**src/rtl/multicycle_ctrl.sv**
```systemverilog
// multicycle_ctrl
//   Main control FSM for the multicycle MIPS datapath. It decodes the opcode
//   held in IR and sequences fetch / decode / execute / memory / writeback.
//   It produces the 2-bit ALUOp consumed by the ALU control decoder
//   (00 add, 01 sub, 10 decode funct). Memory accesses wait on mem_ready.
//
//   Ports
//     clk, rst          rising-edge clock, synchronous active-high reset
//     opcode[5:0]       IR[31:26], stable from DECODE onward
//     mem_ready         memory completes the current access this cycle
//     PCWrite           unconditional PC load
//     PCWriteCond       PC load if ALU zero
//     IorD              memory address: 0=PC, 1=ALUOut
//     MemRead/MemWrite  memory read / write request
//     IRWrite           load IR from memory data
//     MemtoReg          regfile write data: 0=ALUOut, 1=MDR
//     RegDst            destination register: 0=rt, 1=rd
//     RegWrite          regfile write enable
//     ALUSrcA           0=PC, 1=reg A
//     ALUSrcB[1:0]      00=B, 01=4, 10=signext imm, 11=signext imm<<2
//     ALUOp[1:0]        00 add, 01 sub, 10 funct
//     PCSource[1:0]     00=ALU result, 01=ALUOut, 10=jump target
//     illegal_op        one-cycle pulse after an unknown opcode in DECODE
//     state[3:0]        current state code (debug)
module multicycle_ctrl #(
  parameter logic [5:0] OP_RTYPE = 6'b000000,
  parameter logic [5:0] OP_LW    = 6'b100011,
  parameter logic [5:0] OP_SW    = 6'b101011,
  parameter logic [5:0] OP_BEQ   = 6'b000100,
  parameter logic [5:0] OP_J     = 6'b000010,
  parameter logic [5:0] OP_ADDI  = 6'b001000
) (
  input  logic       clk,
  input  logic       rst,
  input  logic [5:0] opcode,
  input  logic       mem_ready,
  output logic       PCWrite,
  output logic       PCWriteCond,
  output logic       IorD,
  output logic       MemRead,
  output logic       MemWrite,
  output logic       IRWrite,
  output logic       MemtoReg,
  output logic       RegDst,
  output logic       RegWrite,
  output logic       ALUSrcA,
  output logic [1:0] ALUSrcB,
  output logic [1:0] ALUOp,
  output logic [1:0] PCSource,
  output logic       illegal_op,
  output logic [3:0] state
);

  localparam logic [3:0] S_FETCH    = 4'd0;
  localparam logic [3:0] S_DECODE   = 4'd1;
  localparam logic [3:0] S_MEM_ADDR = 4'd2;
  localparam logic [3:0] S_MEM_RD   = 4'd3;
  localparam logic [3:0] S_MEM_WB   = 4'd4;
  localparam logic [3:0] S_MEM_WR   = 4'd5;
  localparam logic [3:0] S_R_EXE    = 4'd6;
  localparam logic [3:0] S_R_WB     = 4'd7;
  localparam logic [3:0] S_BEQ      = 4'd8;
  localparam logic [3:0] S_JUMP     = 4'd9;
  localparam logic [3:0] S_ADDI_EXE = 4'd10;
  localparam logic [3:0] S_ADDI_WB  = 4'd11;

  logic [3:0] r_state;
  logic       r_illegal;
  logic [3:0] w_next;
  logic       w_illegal;

  // Next-state decode.
  always_comb begin
    w_next    = S_FETCH;
    w_illegal = 1'b0;
    case (r_state)
      S_FETCH:    w_next = mem_ready ? S_DECODE : S_FETCH;
      S_DECODE: begin
        if (opcode == OP_LW || opcode == OP_SW) w_next = S_MEM_ADDR;
        else if (opcode == OP_RTYPE)            w_next = S_R_EXE;
        else if (opcode == OP_BEQ)              w_next = S_BEQ;
        else if (opcode == OP_J)                w_next = S_JUMP;
        else if (opcode == OP_ADDI)             w_next = S_ADDI_EXE;
        else begin
          w_next    = S_FETCH;
          w_illegal = 1'b1;
        end
      end
      S_MEM_ADDR: w_next = (opcode == OP_LW) ? S_MEM_RD : S_MEM_WR;
      S_MEM_RD:   w_next = mem_ready ? S_MEM_WB : S_MEM_RD;
      S_MEM_WB:   w_next = S_FETCH;
      S_MEM_WR:   w_next = mem_ready ? S_FETCH : S_MEM_WR;
      S_R_EXE:    w_next = S_R_WB;
      S_R_WB:     w_next = S_FETCH;
      S_BEQ:      w_next = S_FETCH;
      S_JUMP:     w_next = S_FETCH;
      S_ADDI_EXE: w_next = S_ADDI_WB;
      S_ADDI_WB:  w_next = S_FETCH;
      default:    w_next = S_FETCH;
    endcase
  end

  always_ff @(posedge clk) begin
    if (rst) begin
      r_state   <= S_FETCH;
      r_illegal <= 1'b0;
    end else begin
      r_state   <= w_next;
      r_illegal <= w_illegal;
    end
  end

  // Moore output decode; only IRWrite/PCWrite in FETCH look at mem_ready.
  // rst overrides everything so an aborted instruction writes nothing.
  always_comb begin
    PCWrite     = 1'b0;
    PCWriteCond = 1'b0;
    IorD        = 1'b0;
    MemRead     = 1'b0;
    MemWrite    = 1'b0;
    IRWrite     = 1'b0;
    MemtoReg    = 1'b0;
    RegDst      = 1'b0;
    RegWrite    = 1'b0;
    ALUSrcA     = 1'b0;
    ALUSrcB     = 2'b00;
    ALUOp       = 2'b00;
    PCSource    = 2'b00;
    illegal_op  = r_illegal;
    case (r_state)
      S_FETCH: begin
        MemRead = 1'b1;
        ALUSrcB = 2'b01;
        IRWrite = mem_ready;
        PCWrite = mem_ready;
      end
      S_DECODE: ALUSrcB = 2'b11;
      S_MEM_ADDR: begin
        ALUSrcA = 1'b1;
        ALUSrcB = 2'b10;
      end
      S_MEM_RD: begin
        MemRead = 1'b1;
        IorD    = 1'b1;
      end
      S_MEM_WB: begin
        RegWrite = 1'b1;
        MemtoReg = 1'b1;
      end
      S_MEM_WR: begin
        MemWrite = 1'b1;
        IorD     = 1'b1;
      end
      S_R_EXE: begin
        ALUSrcA = 1'b1;
        ALUOp   = 2'b10;
      end
      S_R_WB: begin
        RegWrite = 1'b1;
        RegDst   = 1'b1;
      end
      S_BEQ: begin
        ALUSrcA     = 1'b1;
        ALUOp       = 2'b01;
        PCWriteCond = 1'b1;
        PCSource    = 2'b01;
      end
      S_JUMP: begin
        PCWrite  = 1'b1;
        PCSource = 2'b10;
      end
      S_ADDI_EXE: begin
        ALUSrcA = 1'b1;
        ALUSrcB = 2'b10;
      end
      S_ADDI_WB: RegWrite = 1'b1;
      default: illegal_op = 1'b0;
    endcase
    if (rst) begin
      PCWrite     = 1'b0;
      PCWriteCond = 1'b0;
      IorD        = 1'b0;
      MemRead     = 1'b0;
      MemWrite    = 1'b0;
      IRWrite     = 1'b0;
      MemtoReg    = 1'b0;
      RegDst      = 1'b0;
      RegWrite    = 1'b0;
      ALUSrcA     = 1'b0;
      ALUSrcB     = 2'b00;
      ALUOp       = 2'b00;
      PCSource    = 2'b00;
      illegal_op  = 1'b0;
    end
  end

  assign state = r_state;

endmodule

```
**config.mk**
```make
export PLATFORM = sky130hd
export DESIGN_NAME = multicycle_ctrl
export DESIGN_NICKNAME = d
export VERILOG_FILES = /design/src/rtl/multicycle_ctrl.sv
export SDC_FILE = /design/constraint.sdc
export NUM_CORES = 1
export LEC_CHECK = 0
export ABC_CLOCK_PERIOD_IN_PS = 1510
export CAP_MARGIN = 0
export CORE_MARGIN = 2
export CORE_UTILIZATION = 30
export CTS_CLUSTER_DIAMETER = 50
export DETAILED_ROUTE_END_ITERATION = 8
export GPL_TIMING_DRIVEN = 0
export HOLD_SLACK_MARGIN = 0.03
export PLACE_DENSITY = 0.63
export SYNTH_ARGS = -nofsm -noshare
export SYNTH_HDL_FRONTEND = slang
export SYNTH_SLANG_ARGS = --single-unit
```
**constraint.sdc**
```tcl
create_clock -name clk -period 1.51 [get_ports clk]
set_input_delay 0.302 -clock clk [delete_from_list [all_inputs] [get_ports clk]]
set_output_delay 0.302 -clock clk [all_outputs]
set_load 0.03 [all_outputs]
```
After elaboration in Yosys (flattened, before gate mapping)
Index checks and enable logic that the tools add are counted.

Logic and storage cells: 68. Bits in registers: 5. Output and inout bits: 21. Input port bits: 9.

Bitwise operators: 1. Reductions and logical operators: 10. Equality and inequality tests: 16. Mux-type cells: 39.

Operators with widths (number): $pmux 4 s7 (1); $mux 1 (23); $mux 4 (5); $eq 4x3->1 const B (4); $eq 4x4->1 const B (4); $eq 6x6->1 const B (2); $reduce_or 12->1 (1); $mux 3 (3); $eq 4x2->1 const B (2); $pmux 2 s2 (2); $eq 6x2->1 const B (1); $eq 6x3->1 const B (1); $eq 6x4->1 const B (1); $logic_not 6->1 (1); $mux 2 (3); $pmux 2 s3 (1); $reduce_or 2->1 (3); $reduce_or 6->1 (1); $eq 4x1->1 const B (1); $logic_not 4->1 (1); $reduce_or 4->1 (1); $reduce_or 3->1 (1); $pmux 1 s2 (1); $logic_or 1x1->1 (1); $not 1->1 (1).

Depth between registers and ports, before layout
Gate-level depths: netlist of the first run.

Depth in word-level cells: 7. Mapped depth: 5. Depth with buffers taken out: 4.

Worst setup path after synthesis of the first run
OpenSTA, ideal clock, no wires.

Path type: flip-flop to output port. Start point: register r_state[0], in the netlist state[0]. End point: output port PCWrite. Required time: 1.208 ns. Data arrival time: 2.020 ns. Stages on the path, launching flop included: 5. Path slack: -0.812 ns. Buffers on the path: 1. Cell sequence: dfxtp_1 -> clkbuf_1 -> nand2b_1 -> nor3_1 -> or2_2.

Cells in the longest elaborated chain, start to end: 3. Elaborated cells between the ends (all ways): 4. Classes of those cells: 1 x eq/ne; 2 x mux; 1 x reduce/logical.

RTL lines: start, declared (RTL line 67) `logic [3:0] r_state;`; start signal, assigned (RTL line 108) `r_state <= w_next;`; $eq 4x4->1 / $logic_not 4->1 (equally long branches) (RTL line 130) `case (r_state)`; $pmux 1 s2 * (RTL line 130); $mux 1 * (RTL line 179) `if (rst) begin`; end, declared (RTL line 37) `output logic PCWrite,`.

Mark *: on every way between the ends. The rest lies on a longest branch, timed or not.

Final worst setup path of the first run
Ends and elaborated chain as after synthesis.

==> flow_summary.toml, run 1 <==
[run_status]
status = "finished, violations left"
violations = "setup timing"

[global_route]
antenna_found_initial = 0
grt_pass1_vias = 759
grt_max_degree = 11
grt_usage_pct = 23.6
overflow = 0
grt_pass1_wl_um = 3640

[timing]
rsz0062_at_grt = "yes"
post-route-period-util_pct = 115
layout_min_cycle_time_ps = 1730
fmax_mhz = 577
hold_viol = 0
fin_skew_ps = 8.98
slew_headroom_pct = 74.8
tns_ps = -1720
slew_viol_final = 0
setup-violations-final = 17
worst_pin_slew_ps = 378
layout_setup_ws_ps = -222

[synthesis]
ys_types = 34
yosys.area.top_type = "dfxtp_1"
syn_area_um2 = 569
yosys_most_used_dff = "dfxtp_1"
synth-async-reset-ratio_pct = 0
synth-seq-cells = 5
synth_cells = 84
synth_edf_count = 0
synth_top_cell_area_share_pct = 17.6
syn_nets = 93
synth_area_leaders = "dfxtp_1, nor3_1, a211oi_1"
syn-mean-instance-area_um2 = 6.78
yosysWarnings = 0
seq_area_frac_synth_pct = 17.6

[layout]
final_cell_mix = "buf_6, buf_4, dlygate4sd2_1, a21oi_1"
nNetsFinal = 141
area_delta_synth_final_pct = 150
final_common_cell = "buf_6"
drive_gt1_share_pct = 61.8
fin_util_pct = 80.8
diodes = 0

[clock_tree]
clk_latency_ps = 260
cts_tree = "built"
cts_buffers = 3
cts.sinks = 5
cts.htree.levels = 1
cts_hold_buf = 0
cts_buffer_depth = 2
path_clk_slew_ps = 40
root_buffer = "clkbuf_4"

[worst_setup_path]
crit_type = "reg -> out"
crit_fanout = 5
crit_required_ps = 1210
cp-start-kind = "register"
worst-path-buf-inv = 2
crit_path_end_kind = "primary output"
critPathMaxStageDelay_ps = 350
worstPathCellList = "clkbuf_16 > nor3_4 > and3_4 > or2_4 > buf_6"
cp_slowest_cell = "dfxtp_4"
crit_arrival_ps = 1430
cp_top_family = "simple AND/OR/NAND/NOR gates"

[die]
io_pins = 30
coreArea_mm2 = 0.00176
dieArea_mm2 = 0.00226
initial_core_util_pct = 32.3
die_h_um = 47.6
rows = 15
die_w_um = 47.6

[placement]
pre_cts_slack_ps = -1290
port_buffers = 29
dpl.hpwl_um = 1360
gp_congestion = 0.854

[route]
final_antenna_net_count = 0
via_per_inst = 5.66
drt-total-wl_um = 2500
vias = 883
first_pass_iters = 4
routedWlPerCell_um = 16.1
drt_iter0_markers = 21
drc = 0

[flow_run]
maxCapViolCount = 0

[pwr]
p_leak_nw = 0.573
powerDensity_mw_per_mm2 = 398
ir_drop_mv = 0.454

[min_path]
hold_class = "in -> reg"
[metrics by stage]
step	cells	area (µm²)	hold WS, ps	power (W)
finish	156	1430	489	0.000567
global route	156	1430	530	0.000597
CTS	152	1340	482	0.000542
detailed placement	138	1080	667	0.000344
global placement	138	1080	671	0.000343
floorplan	84	754	464	0.000270
[tightest hold or removal path: cells and delay by family]
family          cells  cell delay [ps]
simple gates        1               70
buf+inv             1              220
compound gates      2              100
[per-layer routing]
metal | track usage [%] | vias to the layer above | wire, µm
li1 | - | 406 | -
met1 | 27.8 | 424 | 980
met2 | 40.3 | 45 | 1300
met3 | 7.17 | 8 | 177
met4 | 8.65 | 0 | 44
met5 | 0 | - | 0
[timing repair]
item                       CTS  global route
setup buffers               10             3
setup endpoints to repair   24            22
pin swaps                   12             5
cloned                       0             1
gates resized for setup    154            18
[final timing paths]
check,endpoint,slack (ps),depth (start not counted),from
worst max-delay path,PCWrite,-220,5,state[0]$_SDFF_PP0_
worst min-delay path,state[1]$_SDFF_PP0_,490,4,opcode[4]
worst max register to register,r_illegal$_SDFF_PP0_,-70,4,state[2]$_SDFF_PP0_
worst min register to register,r_illegal$_SDFF_PP0_,720,3,state[1]$_SDFF_PP0_
[Yosys cell counts, types with 3 or more instances]
library cell	number
nand2b_1	5
a211oi_1	5
or3_1	3
dfxtp_1	5
nor2_1	8
nor3_1	8
nand2_1	5
clkbuf_1	5
nor4_1	3
a21oi_1	6
[state kept, by name, indices dropped and copies added (netlist names)]
name / flops
state: 4
r_illegal: 1
[kinds of logic (layout without fill, tap and decap cells)]
logic type / count (synthesis) / in the layout / share of synthesized area (%)
AND/OR/NAND/NOR: 47 / 47 / 47.3
AO/OA/AOI/OAI: 21 / 21 / 25.5
XOR/XNOR: 2 / 2 / 3.08
buffers and inverters: 9 / 56 / 6.59
flip-flops: 5 / 5 / 17.6
[layout make-up]
cell class                 count  area (µm²)
fill                         116         339
inverter                       2        7.51
timing repair buffer          43         415
clock buffer                   4        26.3
multi-input combinational     70         688
tap                           25        31.3
buffer                         7         141
sequential                     5         115
[report_power, final]
part           switching [W]  internal [W]  total (W)
Clock              0.0000671      0.000101   0.000168
Combinational       0.000137      0.000125   0.000262
Sequential        0.00000533      0.000132   0.000138
Total               0.000209      0.000358   0.000567
No activity file was read; power rests on OpenSTA's default activity.
==> inputs of run 2 (changes only) <==
--- a/config.mk
+++ b/config.mk
@@ -7,13 +7,16 @@
 export LEC_CHECK = 0
 export ABC_CLOCK_PERIOD_IN_PS = 1510
 export CAP_MARGIN = 0
+export CELL_PAD_IN_SITES_DETAIL_PLACEMENT = 1
+export CELL_PAD_IN_SITES_GLOBAL_PLACEMENT = 1
 export CORE_MARGIN = 2
-export CORE_UTILIZATION = 30
+export CORE_UTILIZATION = 23
 export CTS_CLUSTER_DIAMETER = 50
 export DETAILED_ROUTE_END_ITERATION = 8
 export GPL_TIMING_DRIVEN = 0
 export HOLD_SLACK_MARGIN = 0.03
-export PLACE_DENSITY = 0.63
+export PLACE_DENSITY = 0.72
 export SYNTH_ARGS = -nofsm -noshare
 export SYNTH_HDL_FRONTEND = slang
 export SYNTH_SLANG_ARGS = --single-unit
+export TNS_END_PERCENT = 5
==> flow_summary.toml, run 2 (synthesis results as in run 1) <==
[timing]
layout_setup_ws_ps = -241
rsz0062_at_grt = "yes"
fin_skew_ps = 6.40
slew_viol_final = 0
slew_headroom_pct = 70.4
fmax_mhz = 571
layout_min_cycle_time_ps = 1750
setup-violations-final = 20
worst_pin_slew_ps = 444
hold_viol = 0
post-route-period-util_pct = 116

[die]
initial_core_util_pct = 23.6
coreArea_mm2 = 0.00241
die_w_um = 53.8
rows = 18
dieArea_mm2 = 0.00289
io_pins = 30
die_h_um = 53.8

[layout]
fin_area_mm2 = 0.00133
largest_reg_flops = 4
final_cell_mix = "buf_4, buf_6, nor2_1, a21oi_1, clkdlybuf4s50_1"
nNetsFinal = 137
fin_util_pct = 55.0
fillers = 272
final_common_cell = "buf_4"
diodes = 0
drive_gt1_share_pct = 58.3
area_delta_synth_final_pct = 133

[worst_setup_path]
critPathMaxStageDelay_ps = 350
worst-r2r-setup-slack_ps = -40
cp_slowest_cell = "dfxtp_4"
cp-start-kind = "register"
crit_fanout = 6
crit_arrival_ps = 1450
crit_type = "reg -> out"
crit_path_end_kind = "primary output"
worstPathCellList = "clkbuf_16 > nand2b_4 > nand2_4 > o22a_1 > nor2_4 > buf_6"
crit_required_ps = 1210

[global_route]
grt_usage_pct = 21.8
grt_pass1_vias = 874
antenna_found_initial = 0
grt_pass1_wl_um = 4430
grt_max_degree = 11
overflow = 0

[route]
drc = 0
final_antenna_net_count = 0
first_pass_iters = 4
drt-total-wl_um = 2710
routedWlPerCell_um = 17.3
vias = 843
via_per_inst = 5.37
drt_iter0_markers = 10

[clock_tree]
cts.htree.levels = 1
cts_hold_buf = 0
root_buffer = "clkbuf_4"
path_clk_slew_ps = 50
cts_tree = "built"
cts_buffers = 3
cts.sinks = 5
clk_latency_ps = 250
cts_buffer_depth = 2

[placement]
gp_congestion = 0.738
dpl.hpwl_um = 1700
dpl_cell_area_mm2 = 0.00104
pre_cts_slack_ps = -1280
port_buffers = 29

[pwr]
powerDensity_mw_per_mm2 = 430
clockPowerShare_pct = 29.6
p_comb_share_pct = 45.9
intPower_w = 0.000362
p_sw_share_pct = 36.5
ir_drop_mv = 0.311
seqPwrFrac_pct = 24.5
p_sw_w = 0.000208
p_leak_nw = 0.512

[flow_run]
maxCapViolCount = 0

[min_path]
hold_class = "in -> reg"

[run_status]
violations = "setup timing"
status = "finished, violations left"
-- run 2: cell count changes in the layout (fill, tap and decap cells not counted), moves of 2 or more --
| cell | delta |
|---|---|
| buf_6 | -7 |
| clkdlybuf4s50_1 | +4 |
| buf_4 | +3 |
| dlygate4sd2_1 | -3 |
| nor3_2 | +2 |
| nor3_4 | -2 |
-- run 2: power groups by stage --
stage               Clock [W]  Sequential, W  Combinational, W
floorplan                   0       0.000149          0.000115
global placement            0       0.000145          0.000193
detailed placement          0       0.000145          0.000198
CTS                  0.000162       0.000139          0.000241
global route         0.000193       0.000140          0.000278
finish               0.000169       0.000139          0.000261
-- run 2: per-stage QoR --
step | hold slack, ps | power, W | setup TNS [ps] | instances
finish | 607 | 0.000569 | -1900 | 157
global route | 644 | 0.000611 | -3370 | 157
CTS | 704 | 0.000543 | -1880 | 156
detailed placement | 689 | 0.000343 | -19450 | 143
global placement | 682 | 0.000338 | -18800 | 143
floorplan | 464 | 0.000264 | -530 | 84
-- run 2: repair_timing --
action                                  CTS  global route
pin swaps                                 8             2
buffers inserted                          9             1
gates cloned                              0             0
resized for setup                       145            17
endpoints found under the setup margin   26            22
-- run 2: layout make-up --
class / count / area (µm²) / share of cell area (%)
repair buffers: 39 / 370 / 28.0
well taps: 30 / 37.5 / 2.83
flip-flops and latches: 5 / 113 / 8.50
clock buffers: 4 / 26.3 / 1.98
inverters: 2 / 7.51 / 0.567
multi-input cells: 70 / 644 / 48.6
plain buffers: 7 / 126 / 9.54
-- run 2: per-layer routing --
metal	GRT usage (%)	part of all wire [%]	vias to the layer above	wire length, µm
met5	0	0	-	0
met4	4.70	0.78	0	21
met3	6.11	4.7	2	127
met2	41.9	55	33	1490
met1	23.2	40	413	1070
li1	-	-	395	-
-- run 2: final timing paths --
kind                            cells past startpoint                   end           startpoint
worst min register to register                      4   state[1]$_SDFF_PP0_  state[1]$_SDFF_PP0_
worst min-delay path                                5   state[2]$_SDFF_PP0_            mem_ready
worst max register to register                      4  r_illegal$_SDFF_PP0_  state[0]$_SDFF_PP0_
worst max-delay path                                6              RegWrite  state[0]$_SDFF_PP0_
-- run 2: worst max-delay path, delay by kind of cell (launching register included) --
family / cells / cell delay [ps]
DFF: 1 / 350
buffers and inverters: 2 / 300
and+or+nand+nor: 3 / 300
AOI/OAI and AO/OA: 1 / 230
